==> src/rtl/alarm_clock_core.sv <==
// alarm_clock_core: 24-hour timekeeping with button-adjustable time and
// alarm registers, a ring/snooze/timeout alarm machine, and BCD digit
// outputs for the downstream digit mux.
//
// state   | meaning
// --------+------------------------------------------------------------
// IDLE    | alarm silent; waiting for time to reach the alarm hh:mm:00
// RINGING | alarm sounding; ring-seconds counter running down
// SNOOZED | silent; waiting for time to reach the snooze target hh:mm:00
module alarm_clock_core #(
  parameter int TICK_DIV   = 100000000,
  parameter int H12        = 0,
  parameter int SNOOZE_MIN = 5,
  parameter int RING_SEC   = 60
) (
  input  logic       clk,
  input  logic       reset,
  input  logic       run,
  input  logic       set_alarm,
  input  logic       inc_min,
  input  logic       dec_min,
  input  logic       inc_hour,
  input  logic       dec_hour,
  input  logic       alarm_en,
  input  logic       snooze,
  input  logic       stop,
  output logic [1:0] hr_tens,
  output logic [3:0] hr_units,
  output logic [2:0] min_tens,
  output logic [3:0] min_units,
  output logic [2:0] sec_tens,
  output logic [3:0] sec_units,
  output logic       pm,
  output logic       ringing,
  output logic       sec_tick
);

  localparam int              PW        = (TICK_DIV > 2) ? $clog2(TICK_DIV) : 1;
  localparam logic [PW-1:0]   PRESC_MAX = PW'(TICK_DIV - 1);
  localparam logic [7:0]      RING_LOAD = 8'(RING_SEC);
  localparam logic [6:0]      SNZ_ADD   = 7'(SNOOZE_MIN);

  typedef enum logic [1:0] {IDLE, RINGING, SNOOZED} state_t;

  state_t        state_q, state_d;
  logic [PW-1:0] presc;
  logic [4:0]    t_hour, nxt_hour, a_hour, nxt_a_hour, snz_hour, snz_hour_calc;
  logic [5:0]    t_min, nxt_min, a_min, nxt_a_min, snz_min, snz_min_calc;
  logic [5:0]    t_sec, nxt_sec;
  logic [6:0]    snz_sum;
  logic [7:0]    ring_cnt;
  logic          time_edit, alarm_hit, snz_hit;
  logic          ring_load, ring_dec, snz_load;
  logic [4:0]    disp_hour, shown_hour;
  logic [5:0]    disp_min, disp_sec;
  logic [6:0]    hr_bcd, min_bcd, sec_bcd;

  // Split 0..59 into tens and units by repeated subtraction of ten.
  function automatic logic [6:0] to_bcd(input logic [5:0] v);
    logic [2:0] t;
    logic [5:0] u;
    t = 3'd0;
    u = v;
    for (int i = 0; i < 5; i++) begin
      if (u >= 6'd10) begin
        u = u - 6'd10;
        t = t + 3'd1;
      end
    end
    return {t, 4'(u)};
  endfunction

  assign time_edit = !run && !set_alarm;
  assign sec_tick  = run && (presc == PRESC_MAX);

  // Prescaler: free-runs while run=1, held at zero otherwise so a stop
  // discards any partial second.
  always_ff @(posedge clk) begin
    if (!reset)                           presc <= '0;
    else if (!run || presc == PRESC_MAX)  presc <= '0;
    else                                  presc <= presc + 1'b1;
  end

  // Next time value: second tick with carries, or a manual edit without carries.
  always_comb begin
    nxt_sec  = t_sec;
    nxt_min  = t_min;
    nxt_hour = t_hour;
    if (sec_tick) begin
      if (t_sec == 6'd59) begin
        nxt_sec = 6'd0;
        if (t_min == 6'd59) begin
          nxt_min  = 6'd0;
          nxt_hour = (t_hour == 5'd23) ? 5'd0 : t_hour + 5'd1;
        end else begin
          nxt_min = t_min + 6'd1;
        end
      end else begin
        nxt_sec = t_sec + 6'd1;
      end
    end else if (time_edit) begin
      if (inc_min)      nxt_min = (t_min == 6'd59) ? 6'd0 : t_min + 6'd1;
      else if (dec_min) nxt_min = (t_min == 6'd0) ? 6'd59 : t_min - 6'd1;
      if (inc_min || dec_min) nxt_sec = 6'd0;
      if (inc_hour)      nxt_hour = (t_hour == 5'd23) ? 5'd0 : t_hour + 5'd1;
      else if (dec_hour) nxt_hour = (t_hour == 5'd0) ? 5'd23 : t_hour - 5'd1;
    end
  end

  // Next alarm value: adjust pulses apply whenever the alarm is selected.
  always_comb begin
    nxt_a_min  = a_min;
    nxt_a_hour = a_hour;
    if (set_alarm) begin
      if (inc_min)      nxt_a_min = (a_min == 6'd59) ? 6'd0 : a_min + 6'd1;
      else if (dec_min) nxt_a_min = (a_min == 6'd0) ? 6'd59 : a_min - 6'd1;
      if (inc_hour)      nxt_a_hour = (a_hour == 5'd23) ? 5'd0 : a_hour + 5'd1;
      else if (dec_hour) nxt_a_hour = (a_hour == 5'd0) ? 5'd23 : a_hour - 5'd1;
    end
  end

  // Time and alarm registers.
  always_ff @(posedge clk) begin
    if (!reset) begin
      t_hour <= 5'd0;
      t_min  <= 6'd0;
      t_sec  <= 6'd0;
      a_hour <= 5'd0;
      a_min  <= 6'd0;
    end else begin
      t_hour <= nxt_hour;
      t_min  <= nxt_min;
      t_sec  <= nxt_sec;
      a_hour <= nxt_a_hour;
      a_min  <= nxt_a_min;
    end
  end

  // Snooze target = current hh:mm + SNOOZE_MIN; at most one hour carry.
  always_comb begin
    snz_sum       = {1'b0, t_min} + SNZ_ADD;
    snz_min_calc  = snz_sum[5:0];
    snz_hour_calc = t_hour;
    if (snz_sum >= 7'd60) begin
      snz_min_calc  = 6'(snz_sum - 7'd60);
      snz_hour_calc = (t_hour == 5'd23) ? 5'd0 : t_hour + 5'd1;
    end
  end

  // Matches are taken against the post-tick time so ringing rises together
  // with the new digits; manual edits never produce a hit.
  assign alarm_hit = sec_tick && (nxt_hour == a_hour) && (nxt_min == a_min)
                     && (nxt_sec == 6'd0);
  assign snz_hit   = sec_tick && (nxt_hour == snz_hour) && (nxt_min == snz_min)
                     && (nxt_sec == 6'd0);

  // Alarm FSM state register.
  always_ff @(posedge clk) begin
    if (!reset) state_q <= IDLE;
    else        state_q <= state_d;
  end

  // Alarm FSM next state; alarm_en low overrides everything, stop beats snooze.
  always_comb begin
    state_d   = state_q;
    ring_load = 1'b0;
    ring_dec  = 1'b0;
    snz_load  = 1'b0;
    if (!alarm_en) begin
      state_d = IDLE;
    end else begin
      case (state_q)
        IDLE: begin
          if (alarm_hit) begin
            state_d   = RINGING;
            ring_load = 1'b1;
          end
        end
        RINGING: begin
          if (stop) begin
            state_d = IDLE;
          end else if (snooze) begin
            state_d  = SNOOZED;
            snz_load = 1'b1;
          end else if (sec_tick) begin
            if (ring_cnt == 8'd1) state_d  = IDLE;
            else                  ring_dec = 1'b1;
          end
        end
        SNOOZED: begin
          if (stop) begin
            state_d = IDLE;
          end else if (snz_hit) begin
            state_d   = RINGING;
            ring_load = 1'b1;
          end
        end
        default: state_d = IDLE;
      endcase
    end
  end

  // Ring timeout down-counter and captured snooze target.
  always_ff @(posedge clk) begin
    if (!reset) begin
      ring_cnt <= 8'd0;
      snz_hour <= 5'd0;
      snz_min  <= 6'd0;
    end else begin
      if (ring_load)     ring_cnt <= RING_LOAD;
      else if (ring_dec) ring_cnt <= ring_cnt - 8'd1;
      if (snz_load) begin
        snz_hour <= snz_hour_calc;
        snz_min  <= snz_min_calc;
      end
    end
  end

  assign ringing = (state_q == RINGING);

  // Display select and optional 12-hour conversion; storage stays 24 h.
  always_comb begin
    disp_hour = set_alarm ? a_hour : t_hour;
    disp_min  = set_alarm ? a_min  : t_min;
    disp_sec  = set_alarm ? 6'd0   : t_sec;
    pm        = (disp_hour >= 5'd12);
    shown_hour = disp_hour;
    if (H12 != 0) begin
      if (disp_hour == 5'd0)       shown_hour = 5'd12;
      else if (disp_hour > 5'd12)  shown_hour = disp_hour - 5'd12;
    end
    hr_bcd  = to_bcd({1'b0, shown_hour});
    min_bcd = to_bcd(disp_min);
    sec_bcd = to_bcd(disp_sec);
  end

  assign hr_tens   = 2'(hr_bcd[6:4]);
  assign hr_units  = hr_bcd[3:0];
  assign min_tens  = min_bcd[6:4];
  assign min_units = min_bcd[3:0];
  assign sec_tens  = sec_bcd[6:4];
  assign sec_units = sec_bcd[3:0];

endmodule
==> config.mk <==
export PLATFORM = sky130hd
export DESIGN_NAME = alarm_clock_core
export DESIGN_NICKNAME = d
export VERILOG_FILES = /design/src/rtl/alarm_clock_core.sv
export SDC_FILE = /design/constraint.sdc
export NUM_CORES = 1
export LEC_CHECK = 0
export BUFFER_PORTS_ARGS = -buffer_cell sky130_fd_sc_hd__clkbuf_2
export CORE_MARGIN = 2
export CORE_UTILIZATION = 50
export CTS_CLUSTER_SIZE = 14
export DETAILED_ROUTE_END_ITERATION = 10
export PLACE_DENSITY = 0.67
export SYNTH_ARGS = -nofsm -noshare
export SYNTH_HDL_FRONTEND = slang
export SYNTH_SLANG_ARGS = --single-unit
==> constraint.sdc <==
create_clock -name clk -period 16.4 [get_ports clk]
set_clock_uncertainty 0.05 [all_clocks]
set_input_delay 2.46 -clock clk [delete_from_list [all_inputs] [get_ports clk]]
set_output_delay 2.46 -clock clk [all_outputs]
set_load 0.02 [all_outputs]
=== Yosys cells after proc, flatten, opt, wreduce, memory -nomap -nowiden ===
Index checks and enable logic that the tools add are counted.
W data, S select, Z words.

* Flip-flop bits (word level): 76
* Output and inout bits: 23
* Memories kept: 0
* Memory bits (writable): 0
* Bits of input ports: 11
* Memory bits (read-only): 0
* Bits in latches: 0

* Multiply operators: 0
* $add $sub $neg: 40
* Div/mod/pow operators: 0
* Reductions and logical operators: 27
* Equality and inequality tests: 17
* Multiplexer cells: 87
* Bitwise gates (word level): 1
* Magnitude comparators: 17
* Shift-type cells: 0

{| class="wikitable"
|+ Operators with widths
! operator !! count
|-
| $mux W6 || 32
|-
| $ge A6 B4 Y1 const B || 14
|-
| $mux W5 || 14
|-
| $sub A6 B4 Y6 const B || 11
|-
| $add A27 B1 Y27 const B || 1
|-
| $eq A27 B27 Y1 const B || 1
|-
| $add A3 B1 Y3 const B || 8
|-
| $mux W3 || 8
|-
| $mux W2 || 11
|-
| $add A6 B1 Y6 const B || 3
|-
| $eq A6 B6 Y1 const B || 3
|-
| $logic_not A6 Y1 || 3
|-
| $mux W1 || 17
|-
| $eq A6 B6 Y1 || 2
|-
| $mux W4 || 3
|-
| $sub A4 B4 Y4 const B || 3
|-
| $sub A6 B1 Y6 const B || 2
|-
| $add A5 B1 Y5 const B || 2
|-
| $eq A5 B5 Y1 || 2
|-
| $eq A5 B5 Y1 const B || 2
|-
| $ge A5 B4 Y1 const B || 2
|-
| $logic_not A5 Y1 || 2
|-
| $sub A5 B1 Y5 const B || 2
|-
| $eq A8 B1 Y1 const B || 1
|-
| other kinds (23) || 40
|}

=== Longest topological paths before layout ===
Gate-level depths: netlist of the first run.

* Depth in word-level cells: 15
* Depth in mapped cells: 30
* Mapped depth without buffers: 28

=== Worst setup path after synthesis of the first run ===
OpenSTA, ideal clock, no wires.

* Kind: input -> output
* Start point: input port set_alarm
* End point: output port sec_units[3]
* Setup slack: 6.118 ns
* Arrival: 7.772 ns
* Stages on the path: 30
* Data required time: 13.890 ns
* Path buffers: 4
* Cell sequence: buf_4 buf_2 buf_2 nand2b_1 inv_1 ha_1 nor4bb_1 nor2_1 inv_1 nand2_1 o21ai_0 inv_1 ha_1 and2_1 a21o_1 a21o_1 clkbuf_1 xnor2_2 inv_1 ha_1 and2_1 a41oi_1 o22ai_2 a21oi_1 o21a_1 o31ai_1 ha_1 nor3_1 nor4b_1 o21ai_0

* Longest elaborated chain between the ends: 11

{| class="wikitable"
|+ RTL lines
! element !! RTL line !! RTL
|-
| from (decl) || 19 || <nowiki>input logic set_alarm,</nowiki>
|-
| $mux W6 (*) || 225 || <nowiki>disp_sec = set_alarm ? 6'd0 : t_sec;</nowiki>
|-
| $sub A6 B4 Y6 or $ge A6 B4 Y1 (tied branches) || 66, 65 ||
|-
| $mux W6 (*) || 65 || <nowiki>if (u >= 6'd10) begin</nowiki>
|-
| $sub A6 B4 Y6 or $ge A6 B4 Y1 (tied branches) || 66, 65 ||
|-
| $mux W6 (*) || 65 ||
|-
| $sub A6 B4 Y6 or $ge A6 B4 Y1 (tied branches) || 66, 65 ||
|-
| $mux W6 (*) || 65 ||
|-
| $sub A6 B4 Y6 or $ge A6 B4 Y1 (tied branches) || 66, 65 ||
|-
| $mux W6 (*) || 65 ||
|-
| $ge A6 B4 Y1 or $sub A4 B4 Y4 (tied branches) || 65, 66 ||
|-
| $mux W4 (*) || 65 ||
|-
| to (decl) || 32 || <nowiki>output logic [3:0] sec_units,</nowiki>
|}

Every way passes the cells marked *; elsewhere a longest branch is shown, timed or not.

=== Worst setup path in the final report of the first run ===
* Start point: input port set_alarm
* End point: output port hr_tens[1]

* Longest elaborated chain between the ends: 11

{| class="wikitable"
|+ RTL lines
! element !! RTL line !! RTL
|-
| $mux W5 (*) || 223 || <nowiki>disp_hour = set_alarm ? a_hour : t_hour;</nowiki>
|-
| $sub A5 B4 Y6 or $ge A5 B4 Y1 (tied branches) || 66, 65 ||
|-
| $mux W6 or $mux W1 (tied branches) || 65 ||
|-
| $sub A6 B4 Y6 (tied with other cells) || 66 || <nowiki>u = u - 6'd10;</nowiki>
|-
| $mux W6 or $mux W2 (tied branches) || 65 ||
|-
| $sub A6 B4 Y6 (tied with other cells) || 66 ||
|-
| $mux W6 or $mux W2 (tied branches) || 65 ||
|-
| $sub A6 B4 Y6 (tied with other cells) || 66 ||
|-
| $mux W6 or $mux W2 (tied branches) || 65 ||
|-
| $ge A6 B4 Y1 or $add A2 B1 Y2 (tied branches) || 65, 67 ||
|-
| $mux W2 (*) || 65 ||
|-
| to (decl) || 27 || <nowiki>output logic [1:0] hr_tens,</nowiki>
|}

Marked as above.

==> metrics, run 1 <==
# DRC=0; R2R cell count=13; Switching Share=38.0%; post-route ant nets=0; Comb power frac=41.1%; vias in the first global route=7227; DIE AREA=0.0173 sq mm; Cell variety after synth=94; worst setup path class=input port to output port; Reg clk slew, reported paths=0.06 ns; Max Slew Vio Count=0; GP Congestion=0.862; clk buf depth=2; syn_nets=1174; Overflow after GRT=0; Worst Path Arrival=8.74 ns; CTS tree=done; EDFF count, synth=0; Skew-Pair Late Insertion Delay=0.34 ns; largest net degree at the start of global routing=56; WHS Path Cells=1; Max-cap violations=0; register bit count reported by yosys=76; GR Util All Layers=23.2%; Worst Setup Start Kind=input port; hold_sp=presc[0]; total number of vias=8042; IO Port Bufs=33; Ports=34; Cell Int Power=438 uW; first-pass GRT wire length=34700 microns; Hold EP=presc[0]; Final Core Density=54.8%; DR vias/cell=6.03; setup TNS=0 ns; CP required=13.89 ns; main flop type after synthesis=dfxtp_1; most frequent cells in the layout=nor2_1, nand2_1, a21oi_1; Routed WL=20500 microns; Resized cells post-CTS=0; Area Growth Syn to Fin=6.80%; CP endpoint kind=output port; Max VDD drop=0.0922 mV; Root Driver=clkbuf_16; drt first pass iters=6; Reg-to-Reg Start=presc[0]; most common cell after layout, fill and taps aside=nor2_1; status=completed; R2R Setup Slk=11.30 ns; Ant. Diodes=0; fmax=88.9 MHz; Core ar.=0.0159 sq mm; Mapped Cells=1122; Leak=0.00337 uW; Ys Warns=0; top post-synthesis cells by area=dfxtp_1, ha_1, nor2_1; number of buffers inserted by hold repair at cts=0; final HPWL from detailed placement=14800 microns; Die X=132 microns; final hold viol count=0; sequential share of power=28.5%; initial antenna violation count=0; TritonCTS buffer count=9; Mapped Area=0.00815 sq mm; Final Setup Violations=0; Crit Path Max Fanout=55; Clk pwr share=30.4%; Seq/Total Area, Yosys=18.7%; Hold Path Class=flop to flop; row cnt=46; pwr dens=81.1 mW/mm^2; area of the multi-input gates=0.00620 sq mm; top-area cell type share of the netlist area=18.7%; Slew HR=23.0%; mean post-synth cell area=7.27 sq um; CTS Sinks=76; layout net count=1165; Storage cell area=0.00152 sq mm; Iteration-0 DRC Markers=608; fraction of registers with async set/reset=0%; # Post-CTS Setup Buffers=0; unrepaired setup endpoints after global routing=false; Tightest Pin Transition=1.15 ns; H-tree depth=3; fraction of layout cells with a size suffix above 1=8.50%; Starting Density=51.3%; worst flop-to-flop path endpoint=ring_cnt[1]; Psw=268 uW; # fillers=1594; final period demand of the worst path=11.25 ns; part of the cycle the worst path needs=68.6%; area leader, netlist=dfxtp_1; drt wl/cell=15.4 microns; die height=132 microns
## cell type report
cell class,count,share of cell area [%]
well taps,216,3.10
clock inverters,5,0.992
flip-flops and latches,76,17.5
multi-input cells,936,71.2
clock buffers,10,2.63
inverters,51,2.20
repair buffers,39,2.41
## power by group through the flow
| stage | logic [uW] | registers, uW | clock network [uW] |
|---|---|---|---|
| after CTS | 289 | 201 | 221 |
| after global placement | 285 | 205 | 0 |
| after detailed placement | 287 | 205 | 0 |
| after floorplan | 236 | 196 | 0 |
| final | 290 | 201 | 215 |
| after global routing | 325 | 202 | 226 |
## cells by family after synthesis
| logic type | after synthesis | synth area share (%) |
|---|---|---|
| AO/OA/AOI/OAI | 303 | 25.1 |
| XOR/XNOR | 87 | 9.61 |
| adder cells (fa/ha/maj) | 41 | 6.29 |
| buffers and inverters | 110 | 5.31 |
| flip-flops | 76 | 18.7 |
| multiplexers | 48 | 6.16 |
| AND/OR/NAND/NOR | 457 | 28.9 |
## worst max path at each step
stage	startpoint	endpoint	slack, ns	depth (start not counted)
2_1_floorplan	set_alarm	sec_units[3]	6.12	30
3_3_place_gp	set_alarm	hr_tens[1]	5.51	28
3_5_place_dp	set_alarm	hr_tens[1]	5.27	28
4_1_cts	set_alarm	hr_tens[1]	5.26	28
5_1_grt	set_alarm	hr_tens[1]	4.56	28
6_report	set_alarm	hr_tens[1]	5.15	28
## worst max-delay path, cell delays in order
cell and delay [ns]:
clkbuf_2 0.08, buf_4 0.49, mux2i_2 0.49, inv_1 0.20, ha_1 0.27, nand4b_1 0.18
nand4_1 0.23, o32a_1 0.27, inv_1 0.06, ha_1 0.17, nand2_1 0.07, a22oi_1 0.23
a211oi_1 0.12, or2_2 0.33, inv_1 0.12, ha_1 0.26, nor3_1 0.42, o21ai_0 0.28
o31ai_1 0.31, and2_1 0.20, inv_1 0.07, ha_1 0.18, nand2_1 0.06, nand4_1 0.21
a21oi_4 0.32, mux2_1 0.34, and3_1 0.16, clkbuf_2 0.15
## cell usage after synthesis (all sizes together), types with 10 or more instances
cell type,number
mux2i,34
and3,22
o21ai,63
nor3,31
nand2,94
a21o,10
dfxtp,76
and2,25
clkbuf,39
a211oi,22
nor4,12
nor2,124
or3,17
o211ai,11
nand2b,11
xor2,33
nor2b,16
ha,41
buf,20
a31oi,11
mux2,14
xnor2,53
nand4,17
a21oi,85
inv,51
nand3,42
## layer usage
metal  vias to the layer above  wire [microns]  track usage (%)
met5                         -               0                0
met4                         0             260             6.04
met3                        26             905             3.13
met2                       207            9380             37.6
met1                      3725            9920             32.4
li1                       4084               -                -
## flip-flops by register name, indices dropped and copies added, names as in the netlist
| register | count |
|---|---|
| presc | 27 |
| snz_hour | 5 |
| t_min | 6 |
| ring_cnt | 8 |
| snz_min | 6 |
| a_hour | 5 |
| a_min | 6 |
| t_sec | 6 |
| t_hour | 5 |
| state_q | 2 |
## stage by stage
step                      hold slack, ns  power [uW]  setup slack [ns]  std cells  cell area (sq um)
after floorplan                    0.380         432              6.12       1122               8150
after global placement             0.390         490              5.51       1318               8390
after detailed placement           0.399         492              5.27       1318               8390
after CTS                          0.413         711              5.26       1333               8710
after global routing               0.429         753              4.56       1333               8710
final                              0.415         706              5.15       1333               8710
(Power assumes the default switching activity.)
==> run 2: changes to the inputs <==
- clock period: 16.4 -> 10.4 ns (I/O delays scaled with it)
==> run 2 against run 1 <==
- setup slack worse by 4.3 ns
- worst hold slack worse by 0.0072 ns
- final cell count is 0.15% lower
- highest routed layer unchanged
- routed wire length is 0.91% lower
==> metrics, run 2 (synthesis results as in run 1) <==
status=completed; final hold viol count=0; H-tree depth=3; initial antenna violation count=0; GR Util All Layers=23.2%; Reg clk slew, reported paths=0.06 ns; Routed WL=20300 microns; Tightest Pin Transition=1.07 ns; CP endpoint kind=output port; Root Driver=clkbuf_16; Switching Share=39.0%; worst flop-to-flop path endpoint=ring_cnt[0]; final period demand of the worst path=9.51 ns; fin cells=1331; DR vias/cell=6.09; post-route ant nets=0; Ant. Diodes=0; TritonCTS buffer count=9; Max Slew Vio Count=0; largest registers=presc (27), ring_cnt (8); most common cell after layout, fill and taps aside=nor2_1; Placement Cell Area=0.00837 sq mm; critical path's top delay family=simple AND/OR/NAND/NOR gates; sequential share of power=29.0%; Starting Density=51.3%; Design Area, Final=0.00868 sq mm; critical path startpoint=set_alarm; clk buf depth=2; # DRC=0; Overflow after GRT=0; R2R cell count=13; row cnt=46; setup TNS=0 ns; Reg-to-Reg Start=presc[0]; Area Growth Syn to Fin=6.45%; largest net degree at the start of global routing=38; max FFs per register=27; Skew-Pair Late Insertion Delay=0.35 ns; drt wl/cell=15.2 microns; fmax=105 MHz; layout net count=1162; routed wl met2=9420 microns; Hold Path Class=flop to flop; Max VDD drop=0.144 mV; Hold Slack=0.408 ns; CP required=8.79 ns; Iteration-0 DRC Markers=546; first-pass GRT wire length=34500 microns; Ports=34; post-route setup slack=0.886 ns; fraction of layout cells with a size suffix above 1=8.43%; crit path to=hr_tens[1]; metal3 WL=662 microns; IO Port Bufs=33; Resized cells post-CTS=0; # Post-CTS Setup Buffers=0; Clk pwr share=29.9%; DIE AREA=0.0173 sq mm; DRT met1 WL=9880 microns; Worst Setup Start Kind=input port; Max-cap violations=0; slowest CP cell=clkbuf_2; largest register by flop count=presc; Leak=0.00336 uW; worst setup path class=input port to output port; final HPWL from detailed placement=14600 microns; R2R Setup Slk=5.35 ns; GP Congestion=0.890; Cell Count Post-Placement=1315; Top Metal Used=met4; most frequent cells in the layout=nor2_1, nand2_1, a21oi_1; Die X=132 microns; CP max stage delay=0.59 ns; unrepaired setup endpoints after global routing=false; vias in the first global route=7213; total number of vias=8103; Core ar.=0.0159 sq mm; Final Setup Violations=0; number of buffers inserted by hold repair at cts=0; Worst Path Buf+Inv=6; Setup WS pre-CTS=1.06 ns; Crit Path Max Fanout=36; Comb power frac=41.1%; Cell Int Power=673 uW; WP depth=27; Worst Path Arrival=7.90 ns; pwr dens=127 mW/mm^2; die height=132 microns; drt first pass iters=6; CTS tree=done; Slew HR=28.6%; CTS Sinks=76; part of the cycle the worst path needs=91.5%; Psw=431 uW
-- run 2: through the flow --
step	util (%)	total power, uW
2_1_floorplan	-	681
3_3_place_gp	52.7	771
3_5_place_dp	52.7	774
4_1_cts	54.6	1110
5_1_grt	54.6	1180
6_report	54.6	1100
-- run 2: worst min path at each step --
stage / start / endpoint / slack [ns] / cells past startpoint
after floorplan: presc[0] / presc[0] / 0.38 / 1
after global placement: presc[0] / presc[0] / 0.39 / 1
after detailed placement: presc[0] / presc[0] / 0.40 / 1
after CTS: presc[0] / presc[0] / 0.42 / 1
after global routing: snz_min[2] / snz_min[2] / 0.44 / 2
final: presc[0] / presc[0] / 0.41 / 1
-- run 2: area by class of cell --
type                    count  area [sq um]
clock buffers              10           239
clock inverters             6          70.1
fillers                  1566          7210
inverters                  51           191
multi-input cells         936          6200
flip-flops and latches     76          1520
well taps                 216           270
repair buffers             36           188
-- run 2: per-layer routing --
metal	vias up	global-route usage, %
li1	4083	-
met1	3829	31.7
met2	163	38.3
met3	28	2.62
met4	0	7.00
met5	-	0
-- run 2: power by group through the flow --
stage	clock network (uW)	registers (uW)	logic (uW)
final	331	320	454
after global routing	348	322	510
after CTS	338	320	451
after detailed placement	0	326	448
after global placement	0	326	445
after floorplan	0	308	372
==> run 3: changes to the inputs <==
==> constraint.sdc (replaced) <==
create_clock -name clk -period 10.4 [get_ports clk]
set_clock_uncertainty 0.05 [all_clocks]
set_input_delay 2.08 -clock clk [delete_from_list [all_inputs] [get_ports clk]]
set_output_delay 2.08 -clock clk [all_outputs]
set_load 0.02 [all_outputs]
==> run 3 against run 2 <==
- clock power shrank 3%
- combinational power up 0.9%
- worst hold slack improved by 0.0067 ns
- register-to-register slack better by 0.14 ns
- sequential cell count unchanged
- non-clock buffer count is 5 higher
- die area did not move
- first-iteration DRC count rose by 30%
- sequential power is essentially flat
- total power fell by 0.63%
- sequential share of layout area fell by 0.063 points
- routed wire length is essentially flat
==> metrics, run 3 (synthesis results as in run 1) <==
slowest CP cell=mux2_1; largest register by flop count=presc; final hold viol count=0; die height=132 microns; Setup WS pre-CTS=0.357 ns; fraction of layout cells with a size suffix above 1=8.85%; total number of vias=8112; Total Power=1100 uW; CP required=8.27 ns; Routed WL=20300 microns; post-route setup slack=0.386 ns; Max VDD drop=0.180 mV; most frequent cells in the layout=nor2_1, nand2_1, a21oi_1; Leak=0.00337 uW; most common cell after layout, fill and taps aside=nor2_1; Reg clk slew, reported paths=0.06 ns; Skew-Pair Late Insertion Delay=0.35 ns; Comb power frac=41.7%; final HPWL from detailed placement=14700 microns; CP endpoint kind=output port; DIE AREA=0.0173 sq mm; TritonCTS buffer count=9; largest net degree at the start of global routing=42; row cnt=46; Clk pwr share=29.1%; Hold Path Class=flop to flop; # Post-CTS Setup Buffers=0; Cell Int Power=667 uW; max FFs per register=27; layout net count=1167; IO Port Bufs=33; part of the cycle the worst path needs=96.3%; pwr dens=126 mW/mm^2; Iteration-0 DRC Markers=712; Placement Cell Area=0.00841 sq mm; Design Area, Final=0.00871 sq mm; Ports=34; Overflow after GRT=0; GP Congestion=0.909; first-pass GRT wire length=33700 microns; CTS tree=done; Die X=132 microns; H-tree depth=3; Switching Share=39.2%; Worst Path Arrival=7.88 ns; fmax=99.9 MHz; Psw=431 uW; # DRC=0; Hold Slack=0.415 ns; largest registers=presc (27), ring_cnt (8); worst setup path class=input port to output port; initial antenna violation count=0; Crit Path Max Fanout=17; Ant. Diodes=0; # fillers=1553; DR vias/cell=6.08; CTS Sinks=76; final period demand of the worst path=10.01 ns; status=completed; GR Util All Layers=22.7%; post-route ant nets=0; sequential share of power=29.2%; Resized cells post-CTS=0; Starting Density=51.3%; drt wl/cell=15.2 microns; Final Setup Violations=0; Core ar.=0.0159 sq mm; Root Driver=clkbuf_16; Max-cap violations=0; Final Core Density=54.8%; Max Slew Vio Count=0; drt first pass iters=5; Area Growth Syn to Fin=6.83%; Tightest Pin Transition=1.08 ns; Slew HR=27.7%; vias in the first global route=7146; Worst Setup Start Kind=input port; number of buffers inserted by hold repair at cts=0; CP max stage delay=0.34 ns; clk buf depth=2
-- run 3: power by group through the flow --
stage	Sequential [uW]	Clock [uW]	Combinational (uW)
floorplan	308	0	372
global placement	326	0	447
detailed placement	326	0	453
CTS	319	327	455
global route	322	335	509
finish	320	320	458
-- run 3: worst paths after layout --
| check | endpoint | cells after the start | start | slack, ns |
|---|---|---|---|---|
| max | hr_tens[1] | 31 | set_alarm | 0.39 |
| min | presc[0] | 1 | presc[0] | 0.41 |
| max reg2reg | ring_cnt[7] | 12 | presc[17] | 5.49 |
| min reg2reg | presc[0] | 1 | presc[0] | 0.41 |
-- run 3: through the flow --
| stage | std cells | TNS [ns] |
|---|---|---|
| 2_1_floorplan | 1122 | 0 |
| 3_3_place_gp | 1320 | 0 |
| 3_5_place_dp | 1320 | 0 |
| 4_1_cts | 1335 | 0 |
| 5_1_grt | 1335 | -0.0205 |
| 6_report | 1335 | 0 |
-- run 3: area by class of cell --
cell class	count	area (sq um)	area share, %
clock buffer	10	229	2.63
sequential	76	1520	17.5
clock inverter	5	62.6	0.718
inverter	51	191	2.20
tap	216	270	3.10
timing repair buffer	41	228	2.61
multi-input combinational	936	6210	71.3
-- run 3: per-layer routing --
metal  vias to the layer above  part of all wire [%]  GRT usage [%]
li1                       4083                     -              -
met1                      3767                    48           30.6
met2                       231                    46           38.3
met3                        31                   4.4           2.89
met4                         0                   1.4           6.10
met5                         -                     0              0
-- run 3: critical path: cells and delay by family --
family / cells / cell delay [ns]
buffers and inverters: 7 / 0.91
muxes: 2 / 0.56
adders and majority gates: 4 / 0.78
and+or+nand+nor: 11 / 1.85
AOI/OAI and AO/OA: 7 / 1.68
